### config.mk
export PLATFORM = sky130hd
export DESIGN_NAME = regfile_wb_arbiter
export DESIGN_NICKNAME = d
export VERILOG_FILES = /design/src/rtl/regfile_wb_arbiter.sv
export SDC_FILE = /design/constraint.sdc
export NUM_CORES = 1
export LEC_CHECK = 0
export ABC_CLOCK_PERIOD_IN_PS = 2100
export BUFFER_PORTS_ARGS = -buffer_cell sky130_fd_sc_hd__buf_2
export CELL_PAD_IN_SITES_DETAIL_PLACEMENT = 0
export CELL_PAD_IN_SITES_GLOBAL_PLACEMENT = 2
export CORE_MARGIN = 2
export CORE_UTILIZATION = 23
export DETAILED_ROUTE_END_ITERATION = 10
export GPL_TIMING_DRIVEN = 0
export PLACE_DENSITY = 0.82
export REMOVE_ABC_BUFFERS = 1
export SKIP_CTS_REPAIR_TIMING = 1
export SYNTH_ARGS = -nofsm -noshare
export SYNTH_HDL_FRONTEND = slang
export SYNTH_SLANG_ARGS = --single-unit
### constraint.sdc
create_clock -name clk -period 2.1 [get_ports clk]
set_input_delay 0.105 -clock clk [delete_from_list [all_inputs] [get_ports clk]]
set_output_delay 0.105 -clock clk [all_outputs]
set_load 0.03 [all_outputs]
### src/rtl/regfile_wb_arbiter.sv
// regfile_wb_arbiter
// Shares the single register-file write port among NUM_REQ writeback
// requesters (e.g. ALU, load unit, CSR unit). A rotating round-robin pointer
// picks one valid requester per cycle. The winning write is registered, so
// the register-file write port is always driven from flops. The write that
// is currently on that port is forwarded onto both decode read ports, so
// decode never sees stale data in the cycle the write lands.
//
// Ports:
//   clk, rst                 clock; synchronous active-high reset
//   stall_i                  blocks new grants while high
//   req_valid_i/req_ready_o  per-requester handshake (ready is one-hot or zero)
//   req_rd_i, req_data_i     packed per-requester destination index and data
//   w_en_o, rd_id_o,
//   rd_write_data_o          registered register-file write port
//   rs1_id_i, rs2_id_i       decode read indices
//   rs*_rf_rdata_i           raw register-file read data
//   rs*_rdata_o              read data with the in-flight write forwarded
//   grant_cnt_o              accepted requests since reset (wraps)
module regfile_wb_arbiter #(
  parameter int NUM_REQ = 3,
  parameter int ADDR_W  = 5,
  parameter int DATA_W  = 32
) (
  input  logic                      clk,
  input  logic                      rst,
  input  logic                      stall_i,
  input  logic [NUM_REQ-1:0]        req_valid_i,
  output logic [NUM_REQ-1:0]        req_ready_o,
  input  logic [NUM_REQ*ADDR_W-1:0] req_rd_i,
  input  logic [NUM_REQ*DATA_W-1:0] req_data_i,
  output logic                      w_en_o,
  output logic [ADDR_W-1:0]         rd_id_o,
  output logic [DATA_W-1:0]         rd_write_data_o,
  input  logic [ADDR_W-1:0]         rs1_id_i,
  input  logic [ADDR_W-1:0]         rs2_id_i,
  input  logic [DATA_W-1:0]         rs1_rf_rdata_i,
  input  logic [DATA_W-1:0]         rs2_rf_rdata_i,
  output logic [DATA_W-1:0]         rs1_rdata_o,
  output logic [DATA_W-1:0]         rs2_rdata_o,
  output logic [31:0]               grant_cnt_o
);

  localparam int PTR_W = (NUM_REQ > 1) ? $clog2(NUM_REQ) : 1;

  logic [PTR_W-1:0]  ptr;
  logic [PTR_W-1:0]  win_idx;
  logic [PTR_W-1:0]  next_ptr;
  logic              win_found;
  logic [ADDR_W-1:0] win_rd;
  logic [DATA_W-1:0] win_data;

  // Round-robin pick. The first pass only considers requesters at or above
  // the pointer and the second pass considers all of them, which yields the
  // scan order ptr..NUM_REQ-1, 0..ptr-1 using constant indices only. The
  // grant looks at valids, pointer, stall and reset only, never at data.
  always_comb begin
    req_ready_o = '0;
    win_found   = 1'b0;
    win_idx     = '0;
    win_rd      = '0;
    win_data    = '0;
    if (!stall_i && !rst) begin
      for (int pass = 0; pass < 2; pass++) begin
        for (int i = 0; i < NUM_REQ; i++) begin
          if (!win_found && req_valid_i[i] &&
              (pass == 1 || PTR_W'(i) >= ptr)) begin
            win_found      = 1'b1;
            req_ready_o[i] = 1'b1;
            win_idx        = PTR_W'(i);
            win_rd         = req_rd_i[i*ADDR_W +: ADDR_W];
            win_data       = req_data_i[i*DATA_W +: DATA_W];
          end
        end
      end
    end
  end

  assign next_ptr = (win_idx == PTR_W'(NUM_REQ - 1)) ? '0 : win_idx + 1'b1;

  // Output stage. w_en_o is a one-cycle pulse per transfer; index and data
  // hold between transfers. Writes to x0 still count and rotate the pointer
  // but never raise the write enable.
  always_ff @(posedge clk) begin
    if (rst) begin
      w_en_o          <= 1'b0;
      rd_id_o         <= '0;
      rd_write_data_o <= '0;
      ptr             <= '0;
      grant_cnt_o     <= '0;
    end else begin
      w_en_o <= 1'b0;
      if (win_found) begin
        rd_id_o         <= win_rd;
        rd_write_data_o <= win_data;
        w_en_o          <= (win_rd != '0);
        ptr             <= next_ptr;
        grant_cnt_o     <= grant_cnt_o + 32'd1;
      end
    end
  end

  // Bypass the write that is on the port this cycle; x0 always reads zero.
  assign rs1_rdata_o = (rs1_id_i == '0) ? '0 :
                       (w_en_o && rd_id_o == rs1_id_i) ? rd_write_data_o :
                       rs1_rf_rdata_i;
  assign rs2_rdata_o = (rs2_id_i == '0) ? '0 :
                       (w_en_o && rd_id_o == rs2_id_i) ? rd_write_data_o :
                       rs2_rf_rdata_i;

endmodule

==> results.toml, run 1 <==
[drt]
drc = 0
drt_pass1_iterations = 5
num_vias = 7169
wire_per_inst_um = 19.21
final_antenna_net_count = 0
drtIter0Drc = 419
finalWirelength_um = 27870
vias_per_cell = 4.941

[critical_path]
critPathLaunchType = "flip-flop"
regToRegEndpoint = "rd_write_data_o[30]$_SDFFE_PP0P_"
r2r_setup_slack_ns = 0.07
cp-end-kind = "output pin"
reg2regPathDepth = 8
crit_fanout = 19
reg2reg_from = "ptr[0]$_SDFFE_PP0P_"
worst-endpoint-required_ns = 2.00
critical_path_arrival_ns = 2.25
crit_type = "flip-flop to output pin"

[yosys]
ys_seq_area_frac = 0.2485
synth-xor-area-share = 0.06192
synth.cell_area_mm2 = 0.005799
synth_top_family_by_area = "simple AND/OR/NAND/NOR gates"
synth-simple-area-share = 0.3335
synth_top_cell_by_area = "dfxtp_1"
async_flop_share = 0
synthDominantCellAreaShare = 0.2485
yosys_most_used_dff = "dfxtp_1"
ys_ff_latch = 72
synth_edf_count = 0
synthAdderAreaFrac = 0.002157
muxShareOfSynthArea = 0.1105
synth_area_leaders = "dfxtp_1, mux2i_1, nor2_1"
syn_inst = 809
synth.distinct_cells = 48
synth_compound_area_frac = 0.1916
ys.warnings.count = 0
syn_area_per_cell_um2 = 7.168

[place]
io_buffers = 327
place_area_mm2 = 0.007936
gp_congestion = 0.7878
hpwl_um = 19940

[sta]
hold_viol = 0
maxSlewViolCount = 0
layout_setup_ws_ns = -0.2540
fin_crit_ns = 2.354
rsz0062_at_grt = "yes"
worstMarginPinSlew_ns = 0.9357
fin_hold_ws_ns = 0.1051
setup_viol = 64
fin_worst_skew_ns = 0.01031
fin_crit_sh = 1.121
maxSlewHeadroom = 0.3747
fmax_ghz = 0.4248

[global_route]
grt_usage = 0.1950
grt_max_degree = 53
first_global_vias = 6624
grt_pass1_wl_um = 39920
met2_usage = 0.3405
grt_use_met3 = 0.04991
top_usage_layer = "met2"
antenna_found_initial = 3
grtUsageMet1 = 0.2401
grt-ovfl-total = 0

[min_path]
hold_class = "input pin to flip-flop"
holdPathStages = 4
hold_start = "req_data_i[33]"
min_to = "rd_write_data_o[1]$_SDFFE_PP0P_"

[outcome]
outcome = "finished with violations"
violations = "setup timing"

[die]
row_count = 58
die_area_mm2 = 0.02650
coreArea_mm2 = 0.02496
io_pins = 328
fp.dieH_um = 162.8
fp.dieW_um = 162.8
start_util = 0.2323

[layout]
layout_common_cells = "buf_2, nor2_1, nand2_1, dfxtp_1, mux2i_1"
layout_commonest_cell = "buf_2"
fin_util = 0.3505
fin_nets = 1306
fin_area_mm2 = 0.008751
syn2layout_area_growth_pct = 50.90
drive_gt1_frac = 0.3718

[cts]
cts_root_buffer = "clkbuf_16"
cts_sinks = 72
h-tree-depth = 3
cts_buffers = 9
cts.clk_slew.worst_paths_ns = 0.07
cts_tree = "built"
clk_latency_ns = 0.35
cts_buffer_depth = 2

[job]
drv_cap = 0

[power_and_ir_drop]
p_leak_nw = 3.816
peakVddDrop_mv = 0.3321
powerDensity_mw_per_mm2 = 526.1
==> layout make-up <==
cell class,count,area [µm²]
timing repair buffer,363,2303
fill,2732,16210
tap,330,412.9
clock inverter,7,66.31
inverter,3,11.26
sequential,72,1456
clock buffer,9,225.2
multi-input combinational,665,4270
antenna,2,5.005
==> flip-flops by register name (all words and copies together), names as in the netlist <==
name and cells:
grant_cnt_o 32, ptr 2, rd_id_o 5, rd_write_data_o 32, w_en_o 1
==> stage by stage <==
| stage | total power, mW | cells | TNS (ns) | setup WS, ns |
|---|---|---|---|---|
| 6_report | 4.603 | 1451 | -9.425 | -0.2540 |
| 5_1_grt | 4.851 | 1450 | -18.42 | -0.4050 |
| 4_1_cts | 4.590 | 1428 | -50.04 | -0.6886 |
| 3_5_place_dp | 2.915 | 1412 | -46.56 | -1.074 |
| 3_3_place_gp | 2.857 | 1397 | -281.95 | -4.336 |
| 2_1_floorplan | 2.296 | 740 | -88.61 | -1.216 |
==> Yosys cell counts (30+ instances only) <==
library cell,number
a21oi_1,43
a211oi_1,33
mux2i_1,64
xor2_1,34
clkbuf_1,43
dfxtp_1,72
nor2b_1,34
nand3_1,50
a221o_1,32
nor2_1,145
nand2_1,89
o21ai_1,30
nor3b_1,33
==> where the power goes <==
part	switching [mW]	leakage, nW	internal, mW	total [mW]
Clock	0.790	0.145	0.840	1.63
Combinational	0.866	3.08	0.592	1.46
Sequential	0.0841	0.590	1.43	1.52
Total	1.74	3.82	2.86	4.60
==> cell families (layout without fill, tap and decap cells) <==
kind of cell               Yosys count  after routing
and+or+nand+nor                    399            399
AOI/OAI and AO/OA                  160            160
DFF                                 72             72
buffers and inverters               72            382
muxes                               64             64
xor gates and xnor gates            41             41
adders and majority gates            1              1
other                                0              2
==> metal layers <==
metal	wire, µm	share of wire	vias up
met4	416	0.015	2
met5	13	0.00047	-
met3	2031	0.073	23
met1	11820	0.42	3390
li1	-	-	3503
met2	13590	0.49	251
==> worst max-delay path, cell delays in order, from the launching register on <==
cell     delay (ns)
dfxtp_4        0.37
buf_4          0.13
xor2_1         0.15
nor4_1         0.30
and3_4         0.28
buf_12         0.19
mux2i_1        0.23
nor2_1         0.06
buf_2          0.17
==> worst max path at each step <==
stage                                 start                               end  slack (ns)
floorplan               ptr[1]$_SDFFE_PP0P_  rd_write_data_o[10]$_SDFFE_PP0P_       -1.22
global placement                        rst  rd_write_data_o[31]$_SDFFE_PP0P_       -4.34
detailed placement           req_valid_i[1]      grant_cnt_o[24]$_SDFFE_PP0P_       -1.07
CTS                          req_valid_i[1]      grant_cnt_o[24]$_SDFFE_PP0P_       -0.69
global route        rd_id_o[3]$_SDFFE_PP0P_                   rs2_rdata_o[28]       -0.40
finish              rd_id_o[3]$_SDFFE_PP0P_                   rs2_rdata_o[28]       -0.25
No activity file was read; power rests on OpenSTA's default activity.
==> run 2, diff against run 1 <==
--- a/config.mk
+++ b/config.mk
@@ -5,15 +5,16 @@
 export SDC_FILE = /design/constraint.sdc
 export NUM_CORES = 1
 export LEC_CHECK = 0
+export ABC_AREA = 1
 export ABC_CLOCK_PERIOD_IN_PS = 2100
 export BUFFER_PORTS_ARGS = -buffer_cell sky130_fd_sc_hd__buf_2
 export CELL_PAD_IN_SITES_DETAIL_PLACEMENT = 0
 export CELL_PAD_IN_SITES_GLOBAL_PLACEMENT = 2
 export CORE_MARGIN = 2
-export CORE_UTILIZATION = 23
+export CORE_UTILIZATION = 22
 export DETAILED_ROUTE_END_ITERATION = 10
 export GPL_TIMING_DRIVEN = 0
-export PLACE_DENSITY = 0.82
+export PLACE_DENSITY = 0.83
 export REMOVE_ABC_BUFFERS = 1
 export SKIP_CTS_REPAIR_TIMING = 1
 export SYNTH_ARGS = -nofsm -noshare
==> run 2 against run 1 <==
Effect of this change:
- the flow still finishes with violations (setup timing)
- non-clock buffer count up 26
- fmax increased by 7.2%
- first-iteration DRC count is 21% higher
- core utilization rose by 1.6 points
- die area is 12% higher
- sequential power about the same
- highest routed layer unchanged
- synthesized area up 7.8%
- via count up 28%
- critical path type unchanged
==> results.toml, run 2 <==
[cts]
cts.clk_slew.worst_paths_ns = 0.08
h-tree-depth = 3
cts_tree = "built"
cts_buffer_depth = 2
cts_buffers = 9
cts_root_buffer = "clkbuf_16"
cts_sinks = 72
clk_latency_ns = 0.36

[drt]
vias_per_cell = 5.028
final_antenna_net_count = 0
drc = 0
num_vias = 9141
wire_per_inst_um = 21.00
drtIter0Drc = 508
drt_pass1_iterations = 5
finalWirelength_um = 38190

[place]
placedCellCount = 1746
io_buffers = 327
hpwl_um = 24350
place_area_mm2 = 0.008388
gp_congestion = 0.8641
pre_cts_slack_ns = -2.335

[power_and_ir_drop]
totalPowerFinal_mw = 5.206
netSwitchingPower_mw = 2.075
p_seq_frac = 0.288
clockPowerShare = 0.325
swShare = 0.3986
powerDensity_mw_per_mm2 = 509.9
peakVddDrop_mv = 0.4142
combinationalPowerShare = 0.387
p_leak_nw = 4.595
power.internal_mw = 3.131

[yosys]
synth.cell_area_mm2 = 0.006252
synth.distinct_cells = 35
ys.warnings.count = 0
muxShareOfSynthArea = 0
synthDominantCellAreaShare = 0.2305
syn_inst = 1101
synth_edf_count = 0
synthAdderAreaFrac = 0.002001
yosys_most_used_dff = "dfxtp_1"
synth-xor-area-share = 0.03502
ys_seq_area_frac = 0.2305
syn_area_per_cell_um2 = 5.679
synth_area_leaders = "dfxtp_1, nand2_1, a21oi_1"
async_flop_share = 0
synth-simple-area-share = 0.4789
synth_top_family_by_area = "simple AND/OR/NAND/NOR gates"
yosysMostFrequentCell = "nand2_1"
synth_compound_area_frac = 0.1621
ys_ff_latch = 72
synth_top_cell_by_area = "dfxtp_1"
synth_commonest_cells = "nand2_1, nor2_1, a21oi_1, nand4_1, nand3_1"

[min_path]
holdPathStages = 5
hold_class = "input pin to flip-flop"

[critical_path]
cp_cell_sequence = "xor2_1 > a211oi_4 > buf_6 > buf_16 > nand4_1 > a21oi_1 > buf_4"
reg2regPathDepth = 11
worst-endpoint-required_ns = 2.00
max_stage_delay_ns = 0.36
crit_fanout = 17
critical_path_arrival_ns = 2.09
critical-path-slowest-cell = "dfxtp_2"
cp-end-kind = "output pin"
critPathLaunchType = "flip-flop"
crit_type = "flip-flop to output pin"

[global_route]
grt-ovfl-total = 0
grt_max_degree = 64
grt_usage = 0.2155
antenna_found_initial = 7
grt_pass1_wl_um = 50270
first_global_vias = 8520

[sta]
maxSlewHeadroom = 0.4341
setup_viol = 62
fin_crit_ns = 2.196
fin_hold_ws_ns = 0.07157
fin_worst_skew_ns = 0.01742
hold_viol = 0
worstMarginPinSlew_ns = 0.8489
fin_setup_tns_ns = -3.342
fmax_ghz = 0.4554
layout_setup_ws_ns = -0.09606
fin_crit_sh = 1.046
maxSlewViolCount = 0
rsz0062_at_grt = "yes"

[layout]
fin_nets = 1623
regArea_mm2 = 0.001459
nFillCells = 3049
top_regs = "grant_cnt_o x32, rd_write_data_o x32, rd_id_o x5"
fin_area_mm2 = 0.01021
fin_util = 0.3665
stdcell_count = 1818
drive_gt1_frac = 0.3698
syn2layout_area_growth_pct = 63.28
layout_commonest_cell = "nand2_1"
layout_common_cells = "nand2_1, buf_2, nor2_1, a21oi_1, nand4_1"
multiInputGateArea_mm2 = 0.004897

[die]
coreArea_mm2 = 0.02786
row_count = 61
fp.dieH_um = 172.6
fp.dieW_um = 172.6
die_area_mm2 = 0.02978
start_util = 0.2244
io_pins = 328

[outcome]
outcome = "finished with violations"
violations = "setup timing"

[job]
drv_cap = 0
-- run 2: cell types whose count changed after synthesis, moves of 16 or more --
cell,change
nor2b_1,-34
o21ai_1,-19
xor2_1,-16
nor3b_1,-31
a221o_1,-32
mux2i_1,-64
a21oi_1,+86
nand3_1,+25
nand4_1,+83
o21ai_0,+17
a211oi_1,-33
nand2_1,+254
inv_1,+51
-- run 2: worst max-delay path, delay by kind of cell (launching register included) --
family	cells	cell delay, ns
buffers and inverters	3	0.50
DFF	1	0.36
xor gates and xnor gates	1	0.19
AOI/OAI and AO/OA	2	0.52
and+or+nand+nor	1	0.16
-- run 2: layout make-up --
class,instances,area share
diodes,4,0.0009805
clock buffers,9,0.02206
clock inverters,7,0.007722
inverters,61,0.02733
multi-input cells,898,0.4797
flip-flops and latches,72,0.1429
well taps,378,0.04633
repair buffers,389,0.2730
-- run 2: routing by layer --
metal / global-route usage / vias to the layer above / part of all wire
met4: 0.07194 / 6 / 0.022
li1: - / 4377 / -
met3: 0.04420 / 65 / 0.067
met1: 0.2684 / 4302 / 0.41
met2: 0.3701 / 391 / 0.50
met5: 0 / - / 0.00097
-- run 2: worst paths after layout --
path                                      from  slack, ns                         endpoint
setup reg to reg           ptr[1]$_SDFFE_PP0P_       0.10      grant_cnt_o[8]$_SDFFE_PP0P_
hold reg to reg   grant_cnt_o[31]$_SDFFE_PP0P_       0.50     grant_cnt_o[31]$_SDFFE_PP0P_
hold / removal                  req_data_i[68]       0.07  rd_write_data_o[4]$_SDFFE_PP0P_
setup / recovery       rd_id_o[3]$_SDFFE_PP0P_       -0.1                  rs1_rdata_o[22]
-- run 2: logic make-up (layout without fill, tap and decap cells) --
| logic type | Yosys count | in the layout |
|---|---|---|
| flops | 72 | 72 |
| compound gates | 184 | 184 |
| other cells | 0 | 4 |
| simple gates | 680 | 688 |
| buf+inv | 139 | 466 |
| xor+xnor | 25 | 25 |
| fa+ha+maj | 1 | 1 |
-- run 2: power groups by stage --
stage / registers [mW] / clock network (mW) / logic [mW]
2_1_floorplan: 1.60 / 0 / 0.733
3_3_place_gp: 1.52 / 0 / 1.48
3_5_place_dp: 1.52 / 0 / 1.60
4_1_cts: 1.49 / 1.72 / 1.60
5_1_grt: 1.50 / 1.77 / 2.15
6_report: 1.50 / 1.69 / 2.02
